**src/rtl/rect_pkg.sv**
```systemverilog
// Shared constants and corner-packing helpers for the rectilinearizer datapath.
package rect_pkg;

    localparam int COORD_W  = 10;
    // Upper bound on a packed corner set, used to size the default-corner builder.
    localparam int MAX_FLAT = 1024;

    typedef enum logic {
        ST_COLLECT = 1'b0,
        ST_ARMED   = 1'b1
    } slot_state_e;

    // Bit offset of the x field of corner idx (x sits in the low half).
    function automatic int x_lsb(input int idx, input int cw);
        return idx * 2 * cw;
    endfunction

    // Bit offset of the y field of corner idx (y sits in the high half).
    function automatic int y_lsb(input int idx, input int cw);
        return idx * 2 * cw + cw;
    endfunction

    // Full-frame quadrilateral: (0,0), (W-1,0), (W-1,H-1), (0,H-1); extra corners are 0.
    function automatic logic [MAX_FLAT-1:0] default_corners(input int cw, input int n,
                                                            input int img_w, input int img_h);
        logic [MAX_FLAT-1:0] f;
        int x;
        int y;
        f = '0;
        for (int i = 0; i < n; i++) begin
            x = (i == 1 || i == 2) ? img_w - 1 : 0;
            y = (i == 2 || i == 3) ? img_h - 1 : 0;
            for (int b = 0; b < cw; b++) begin
                f[x_lsb(i, cw) + b] = x[b];
                f[y_lsb(i, cw) + b] = y[b];
            end
        end
        return f;
    endfunction

endpackage

```
**src/rtl/corner_bank_slot.sv**
```systemverilog
// One corner set: staging array, active array, written-mask and COLLECT/ARMED state.
module corner_set_slot #(
    parameter  int COORD_W     = rect_pkg::COORD_W,
    parameter  int NUM_CORNERS = 4,
    parameter  int IMG_W       = 640,
    parameter  int IMG_H       = 480,
    localparam int IDX_W       = (NUM_CORNERS > 1) ? $clog2(NUM_CORNERS) : 1,
    localparam int FLAT_W      = NUM_CORNERS * 2 * COORD_W
) (
    input  logic              clk,
    input  logic              reset,
    input  logic              frame_start,
    input  logic              wr_en,
    input  logic [IDX_W-1:0]  wr_idx,
    input  logic [COORD_W-1:0] wr_x,
    input  logic [COORD_W-1:0] wr_y,
    input  logic              commit,
    output logic [FLAT_W-1:0] active_flat,
    output logic              armed,
    output logic              reject
);
    import rect_pkg::*;

    localparam logic [MAX_FLAT-1:0]    DEF_ALL  = default_corners(COORD_W, NUM_CORNERS, IMG_W, IMG_H);
    localparam logic [FLAT_W-1:0]      DEF_FLAT = DEF_ALL[FLAT_W-1:0];
    localparam logic [NUM_CORNERS-1:0] FULL     = '1;

    slot_state_e              state_d, state_q;
    logic [NUM_CORNERS-1:0]   mask_d, mask_q;
    logic [FLAT_W-1:0]        stage_d, stage_q;
    logic [FLAT_W-1:0]        active_d, active_q;

    // Staging writes, commit evaluation and frame-boundary transfer for this set.
    always_comb begin
        state_d  = state_q;
        mask_d   = mask_q;
        stage_d  = stage_q;
        active_d = active_q;
        reject   = 1'b0;
        if (state_q == ST_ARMED) begin
            // Staging is locked while waiting for the frame boundary.
            if (wr_en || commit) begin
                reject = 1'b1;
            end
            if (frame_start) begin
                active_d = stage_q;
                mask_d   = '0;
                state_d  = ST_COLLECT;
            end
        end else begin
            if (wr_en) begin
                stage_d[x_lsb(int'(wr_idx), COORD_W) +: COORD_W] = wr_x;
                stage_d[y_lsb(int'(wr_idx), COORD_W) +: COORD_W] = wr_y;
                mask_d[wr_idx] = 1'b1;
            end
            // A commit sees a write issued in the same cycle; a concurrent
            // frame_start does not transfer a set that only arms now.
            if (commit) begin
                if (mask_d == FULL) begin
                    state_d = ST_ARMED;
                end else begin
                    reject = 1'b1;
                end
            end
        end
    end

    // Set state registers; reset restores the full-frame quadrilateral.
    always_ff @(posedge clk or posedge reset) begin
        if (reset) begin
            state_q  <= ST_COLLECT;
            mask_q   <= '0;
            stage_q  <= DEF_FLAT;
            active_q <= DEF_FLAT;
        end else begin
            state_q  <= state_d;
            mask_q   <= mask_d;
            stage_q  <= stage_d;
            active_q <= active_d;
        end
    end

    // Post-transfer view so the top-level output register loads fresh contents
    // on the same edge as the transfer; equals active_q outside that edge.
    assign active_flat = active_d;
    assign armed       = (state_q == ST_ARMED);

endmodule

```
**src/rtl/corner_bank.sv**
```systemverilog
// Frame-synchronous double-buffered bank of quadrilateral corner sets.
module corner_bank #(
    parameter  int COORD_W     = rect_pkg::COORD_W,
    parameter  int NUM_CORNERS = 4,
    parameter  int NUM_SETS    = 2,
    parameter  int IMG_W       = 640,
    parameter  int IMG_H       = 480,
    localparam int SET_W       = (NUM_SETS > 1) ? $clog2(NUM_SETS) : 1,
    localparam int IDX_W       = (NUM_CORNERS > 1) ? $clog2(NUM_CORNERS) : 1,
    localparam int FLAT_W      = NUM_CORNERS * 2 * COORD_W
) (
    input  logic               clk,
    input  logic               reset,
    input  logic               frame_start,
    input  logic               wr_en,
    input  logic [SET_W-1:0]   wr_set,
    input  logic [IDX_W-1:0]   wr_idx,
    input  logic [COORD_W-1:0] wr_x,
    input  logic [COORD_W-1:0] wr_y,
    input  logic               commit,
    input  logic [SET_W-1:0]   sel,
    output logic [FLAT_W-1:0]  corners_out,
    output logic [SET_W-1:0]   out_set,
    output logic [NUM_SETS-1:0] armed,
    output logic               swap_done,
    output logic               err
);
    import rect_pkg::*;

    localparam logic [MAX_FLAT-1:0] DEF_ALL  = default_corners(COORD_W, NUM_CORNERS, IMG_W, IMG_H);
    localparam logic [FLAT_W-1:0]   DEF_FLAT = DEF_ALL[FLAT_W-1:0];

    logic                set_ok, idx_ok, sel_ok, range_err;
    logic [NUM_SETS-1:0] slot_wr, slot_commit, slot_armed, slot_reject;
    logic [FLAT_W-1:0]   slot_next [NUM_SETS];

    logic [SET_W-1:0]    out_set_d, out_set_q;
    logic [FLAT_W-1:0]   corners_d, corners_q;
    logic                swap_d, swap_q;
    logic                err_d, err_q;

    // Route write/commit to the addressed set; out-of-range addresses are rejected.
    always_comb begin
        set_ok    = 32'(wr_set) < NUM_SETS;
        idx_ok    = 32'(wr_idx) < NUM_CORNERS;
        sel_ok    = 32'(sel) < NUM_SETS;
        slot_wr     = '0;
        slot_commit = '0;
        for (int s = 0; s < NUM_SETS; s++) begin
            slot_wr[s]     = wr_en && set_ok && idx_ok && (32'(wr_set) == s);
            slot_commit[s] = commit && set_ok && (32'(wr_set) == s);
        end
        range_err = (wr_en && !(set_ok && idx_ok)) ||
                    (commit && !set_ok) ||
                    (frame_start && !sel_ok);
    end

    for (genvar s = 0; s < NUM_SETS; s++) begin : g_slot
        corner_set_slot #(
            .COORD_W    (COORD_W),
            .NUM_CORNERS(NUM_CORNERS),
            .IMG_W      (IMG_W),
            .IMG_H      (IMG_H)
        ) u_slot (
            .clk        (clk),
            .reset      (reset),
            .frame_start(frame_start),
            .wr_en      (slot_wr[s]),
            .wr_idx     (wr_idx),
            .wr_x       (wr_x),
            .wr_y       (wr_y),
            .commit     (slot_commit[s]),
            .active_flat(slot_next[s]),
            .armed      (slot_armed[s]),
            .reject     (slot_reject[s])
        );
    end

    // Latch sel and reload the output only at a frame boundary.
    always_comb begin
        out_set_d = out_set_q;
        corners_d = corners_q;
        if (frame_start) begin
            if (sel_ok) begin
                out_set_d = sel;
            end
            corners_d = slot_next[out_set_d];
        end
        swap_d = frame_start;
        err_d  = range_err || (|slot_reject);
    end

    // Output registers.
    always_ff @(posedge clk or posedge reset) begin
        if (reset) begin
            out_set_q <= '0;
            corners_q <= DEF_FLAT;
            swap_q    <= 1'b0;
            err_q     <= 1'b0;
        end else begin
            out_set_q <= out_set_d;
            corners_q <= corners_d;
            swap_q    <= swap_d;
            err_q     <= err_d;
        end
    end

    assign corners_out = corners_q;
    assign out_set     = out_set_q;
    assign armed       = slot_armed;
    assign swap_done   = swap_q;
    assign err         = err_q;

endmodule

```
**config.mk**
```make
export PLATFORM = sky130hd
export DESIGN_NAME = corner_bank
export DESIGN_NICKNAME = d
export VERILOG_FILES = /design/src/rtl/rect_pkg.sv /design/src/rtl/corner_bank_slot.sv /design/src/rtl/corner_bank.sv
export SDC_FILE = /design/constraint.sdc
export NUM_CORES = 1
export LEC_CHECK = 0
export ABC_AREA = 1
export CELL_PAD_IN_SITES_DETAIL_PLACEMENT = 0
export CELL_PAD_IN_SITES_GLOBAL_PLACEMENT = 1
export CORE_UTILIZATION = 41
export CTS_BUF_LIST = sky130_fd_sc_hd__clkbuf_4 sky130_fd_sc_hd__clkbuf_8
export DETAILED_ROUTE_END_ITERATION = 16
export GPL_TIMING_DRIVEN = 0
export PLACE_DENSITY = 0.78
export REMOVE_ABC_BUFFERS = 1
export SETUP_SLACK_MARGIN = 0.02
export SYNTH_ARGS = -nofsm -noshare
export SYNTH_HDL_FRONTEND = slang
export SYNTH_SLANG_ARGS = --single-unit
```
**constraint.sdc**
```tcl
create_clock -name clk -period 11.4 [get_ports clk]
set_input_delay 1.14 -clock clk [delete_from_list [all_inputs] [get_ports clk]]
set_output_delay 1.14 -clock clk [all_outputs]
set_load 0.01 [all_outputs]
```
## Word level (Yosys, flattened, before mapping)

Index checks and enable logic that the tools add are counted.

- Add/subtract/negate cells: 3
- Multiply operators: 1
- Div/mod/pow operators: 0
- Order comparisons: 3
- Eq/ne operators: 4
- Shifts and indexed selects: 4
- Multiplexer cells: 36
- Bitwise gates (word level): 6
- Reductions and logical operators: 10

Operators with widths:

| operator | count |
|---|---|
| $mux W80 | 7 |
| $bwmux W80 | 4 |
| $shift A10 B33 Y80 const A | 2 |
| $shiftx A10 B33 Y80 | 2 |
| $neg A32 Y33 | 2 |
| $add A32 B5 Y32 const B | 1 |
| $mux W4 | 7 |
| $mux W1 | 17 |
| $eq A4 B4 Y1 const B | 2 |
| $or A4 B4 Y4 | 2 |
| $logic_and A1 B1 Y1 | 5 |
| $mul A2 B3 Y5 const B | 1 |
| $ne A2 B2 Y1 const B | 2 |
| $reduce_and A2 Y1 | 2 |
| $lt A2 B3 Y1 const B | 1 |
| $not A1 Y1 | 3 |
| $demux W1 S2 | 1 |
| $ge A2 B1 Y1 const B | 1 |
| $ge A2 B2 Y1 const B | 1 |
| $logic_or A1 B1 Y1 | 2 |
| $not A1 Y2 | 1 |
| $reduce_or A2 Y1 | 1 |

- Register bits after elaboration: 413
- Bits in latches: 0
- RAM bits: 0
- ROM bits: 0
- Output and inout bits: 85
- Logic and storage cells: 79
- Memories kept: 0

## Logic depth before layout (Yosys ltp)

- Depth in word-level cells: 12
- Gate-level depth with buffers: 15

## Modules after synthesis

A second synthesis with hierarchy kept.

- Cells, all modules: 2621
- Area total of the unflattened synthesis: 21897.3 um2

By module, submodules not included:

| module | times used | cells each | area each (um2) | sequential area each (um2) |
|---|---|---|---|---|
| corner_set_slot (g_slot[0].u_slot) | 1 | 975 | 8025.2 | 4209.0 |
| corner_set_slot (g_slot[1].u_slot) | 1 | 955 | 7962.6 | 4209.0 |
| corner_bank | 1 | 691 | 5909.4 | 2117.0 |

## Least setup slack after synthesis

OpenSTA, ideal clock, no wires.

- Kind: in2reg
- From: input wr_idx[0]
- To: register g_slot[0].u_slot.stage_q[16]
- Setup time: 0.117 ns
- Arrival time: 2.816 ns
- Slack: 8.468 ns
- Stages: 12
- Cells stage by stage: buf_4 > inv_4 > buf_6 > buf_4 > ha_1 > buf_2 > buf_1 > o21ai_0 > nand3_1 > o21ai_0 > nand2_1 > nand2_1

- Cells in the longest elaborated chain, start to end: 5
- Elaborated cells on any way between the ends: 10

Ends and longest elaborated chain:

| what | line | text |
|---|---|---|
| start: declaration | corner_bank.sv:17 | `input logic [IDX_W-1:0] wr_idx,` |
| $mul A2 B3 Y5 * | rect_pkg.sv:15, rect_pkg.sv:20 |  |
| $add A32 B5 Y32 or $neg A32 Y33 (tied branches) | rect_pkg.sv:20, corner_bank_slot.sv:52 |  |
| $neg A32 Y33 (tied with other cells) | corner_bank_slot.sv:53 | `stage_d[y_lsb(int'(wr_idx), COORD_W) +: COORD_W] = wr_y;` |
| $shiftx A10 B33 Y80 (tied with other cells) | corner_bank_slot.sv:53 |  |
| $bwmux W80 * | corner_bank_slot.sv:53 |  |
| end signal: assignment | corner_bank_slot.sv:78 | `stage_q <= stage_d;` |
| end: declaration | corner_bank_slot.sv:30 | `logic [FLAT_W-1:0] stage_d, stage_q;` |

Every way passes the cells marked *; elsewhere a longest branch is shown, timed or not.
A chain may end at the register's enable or synchronous reset.

## Final worst setup path

- From: input wr_idx[0]
- To: register g_slot[0].u_slot.stage_q[56]

Same word-level chain as after synthesis.

==> results.sh <==
export IMPL_worstPathMaxFanout=35
export IMPL_portBuffers=113
export IMPL_yosys_register_bits=413
export IMPL_grt_max_degree=134
export IMPL_syn_area_um2=18600
export IMPL_cts_tree="done"
export IMPL_crit_required_ns=11.94
export IMPL_crit_slowest_cell="clkdlybuf4s50_1"
export IMPL_power_per_cell_area_nw_per_um2=208
export IMPL_synth_top_area_share_pct=34.0
export IMPL_setup_worst_path_start_class="input pin"
export IMPL_cts_resized=0
export IMPL_outcome="completed"
export IMPL_end_kind="flop"
export IMPL_yosysUniqueCellTypes=40
export IMPL_drcViolationCount=0
export IMPL_coreArea_um2=44500
export IMPL_htree_levels=3
export IMPL_synth_area_leaders="dfrtp_1, dfstp_2, nand2_1"
export IMPL_wl_um=52500
export IMPL_ff_latch_area_um2=10500
export IMPL_grt_antenna_before_repair=1
export IMPL_die_w_um=215
export IMPL_hold_viol=0
export IMPL_drv_cap=0
export IMPL_seq_area_frac_synth_pct=56.6
export IMPL_cpMostUsedCell="nand2_1"
export IMPL_period_needed_ns=5.91
export IMPL_hpwl_um=33400
export IMPL_via_per_inst=5.03
export IMPL_gp_congestion=0.889
export IMPL_cts_buffers=72
export IMPL_crit_type="in -> reg"
export IMPL_rows=77
export IMPL_cp_slowest_stage_delay_ns=1.45
export IMPL_drtPass1Iterations=5
export IMPL_syn2layout_area_growth_pct=16.9
export IMPL_path_buf_inv=3
export IMPL_whs_ns=0.466
export IMPL_holdBufCountCts=0
export IMPL_cts_root_buf="clkbuf_8"
export IMPL_clk_latency_ns=0.62
export IMPL_path_delay_family="buffers and inverters"
export IMPL_nets=2239
export IMPL_dieArea_um2=46300
export IMPL_worstMarginPinSlew_ns=1.47
export IMPL_synth_cells=2110
export IMPL_worst_clock_skew_ns=0.0233
export IMPL_grt_remaining_overflow=0
export IMPL_die_h_um=215
export IMPL_ir_drop_uv=83.4
export IMPL_io_pin_count=114
export IMPL_path_cells="clkdlybuf4s50_1 > inv_4 > ha_1 > inv_2 > nor2_1 > nand3_1 > o21ai_0 > nand2_1 > nand2_1"
export IMPL_rsz0062_at_grt="false"
export IMPL_hold_path_class="reg -> reg"
export IMPL_ant_nets=0
export IMPL_setup_viol=0
export IMPL_grt_use_total_pct=23.1
export IMPL_grt_pass1_wl_um=83100
export IMPL_synth_area_leader_cell="dfrtp_1"
export IMPL_fillCellCount=4302
export IMPL_layout_commonest_cell="nand2_1"
export IMPL_slew_viol_final=0
export IMPL_period_share_pct=51.9
export IMPL_multi_input_area_um2=6590
export IMPL_via_count=14362
export IMPL_drt_wirelength_per_cell_um=18.4
export IMPL_cts_setup_buffers=0
export IMPL_cts_sinks=413
export IMPL_drive_gt1_share_pct=17.8
export IMPL_finish_utilization_pct=48.9
export IMPL_clock_fmax_ghz=0.169
export IMPL_drtIter0Drc=1137
export IMPL_relSlewSlack_pct=1.83
export IMPL_arrival_ns=6.46
export IMPL_ys_warn_count=0
export IMPL_avgSynthCellArea_um2=8.82
export IMPL_grt_pass1_vias=14562
export IMPL_clk_pin_slew_worst_paths_ns=0.06
export IMPL_clk_path_buf_depth=3
export IMPL_p_leak_nw=10.8
export IMPL_initial_core_util_pct=41.8
export IMPL_layout_common_cells="nand2_1, dfrtp_1, inv_1, dfstp_2, o21ai_0"
==> layer usage <==
layer	GRT usage (%)	wire length, um
met4	6.88	1090
met1	32.2	24600
met3	3.71	2380
met2	37.2	24400
met5	0	0
==> worst paths after layout <==
| path | startpoint | to | slack (ns) | cells after the start |
|---|---|---|---|---|
| worst max-delay path | wr_idx[0] | g_slot[0].u_slot.stage_q[56] | 5.49 | 9 |
| worst min-delay path | g_slot[1].u_slot.stage_q[56] | g_slot[1].u_slot.stage_q[56] | 0.47 | 2 |
| worst max register to register | g_slot[1].u_slot.armed | g_slot[1].u_slot.stage_q[51] | 8.71 | 5 |
| worst min register to register | g_slot[1].u_slot.stage_q[56] | g_slot[1].u_slot.stage_q[56] | 0.47 | 2 |
| max in group asynchronous | reset | corners_out[63] | 8.85 | 4 |
| min in group asynchronous | reset | out_set | 0.97 | 2 |
==> cells in the mapped netlist <==
cell type  number
a21oi_1         9
o221ai_1       44
nor2_4          7
mux2_2         28
buf_6           7
o21a_1          1
dfrtp_1       253
o31ai_1         6
inv_2          15
a21boi_0        1
ha_1            8
nor2_8          2
nand2_2         6
o211ai_1        3
nand3_1        88
inv_1         238
nand2_4         1
nor3_1          6
nor2_1         41
nand4_1        32
o21bai_1        6
o21ai_0       130
nand3_2         1
clkinv_1        2
buf_2          43
mux2_4         29
buf_1           3
o21ai_2         6
a22oi_1         5
o22ai_1         7
inv_4           2
nor2_2          4
a21boi_1        1
buf_4          14
dfstp_2       160
nor3_2          2
a31oi_1         2
nand2_1       807
o21ai_1        56
clkbuf_1       34
==> where the power goes <==
part           switching, mW  internal (mW)
Combinational          0.577          0.428
Sequential             0.140           1.90
Clock                  0.613          0.875
Total                   1.33           3.20
==> cell families after synthesis <==
kind of cell | after synthesis | share of synthesized area [%]
adder cells (fa/ha/maj) | 8 | 0.538
flip-flops | 413 | 56.6
buffers and inverters | 358 | 8.10
AO/OA/AOI/OAI | 277 | 8.83
multiplexers | 57 | 4.03
AND/OR/NAND/NOR | 997 | 21.9
==> cell type report <==
type	instances	share of cell area, %
well taps	592	3.40
clock buffers	121	6.91
inverters	257	4.51
flip-flops and latches	413	48.4
diodes	1	0.0115
clock inverters	11	0.518
multi-input cells	1339	30.3
repair buffers	119	5.92
==> sequential cells by signal, summed over array words and instances, names as in the netlist <==
signal	count
g_slot.u_slot.active_q	160
g_slot.u_slot.stage_q	160
corners_out	80
g_slot.u_slot.mask_q	8
g_slot.u_slot.armed	2
err	1
out_set	1
swap_done	1
==> through the flow <==
step                      cell area [um2]  std cells  setup TNS, ns  power [mW]  worst slack (ns)
after floorplan                     18100       2009        -244.96        2.67            -0.968
after global placement              19900       2714       -1570.52        3.04             -5.61
after detailed placement            20100       2719              0        3.07              5.06
after CTS                           21700       2851              0        4.59              5.70
after global routing                21800       2853              0        4.81              5.34
final                               21800       2853              0        4.53              5.49
==> worst reg2reg max path, delay by kind of cell (launching register included) <==
family	cells	cell delay [ns]
buffers and inverters	2	0.64
AOI/OAI and AO/OA	1	0.27
DFF	1	0.49
and+or+nand+nor	2	1.22
No activity file was read; power rests on OpenSTA's default activity.
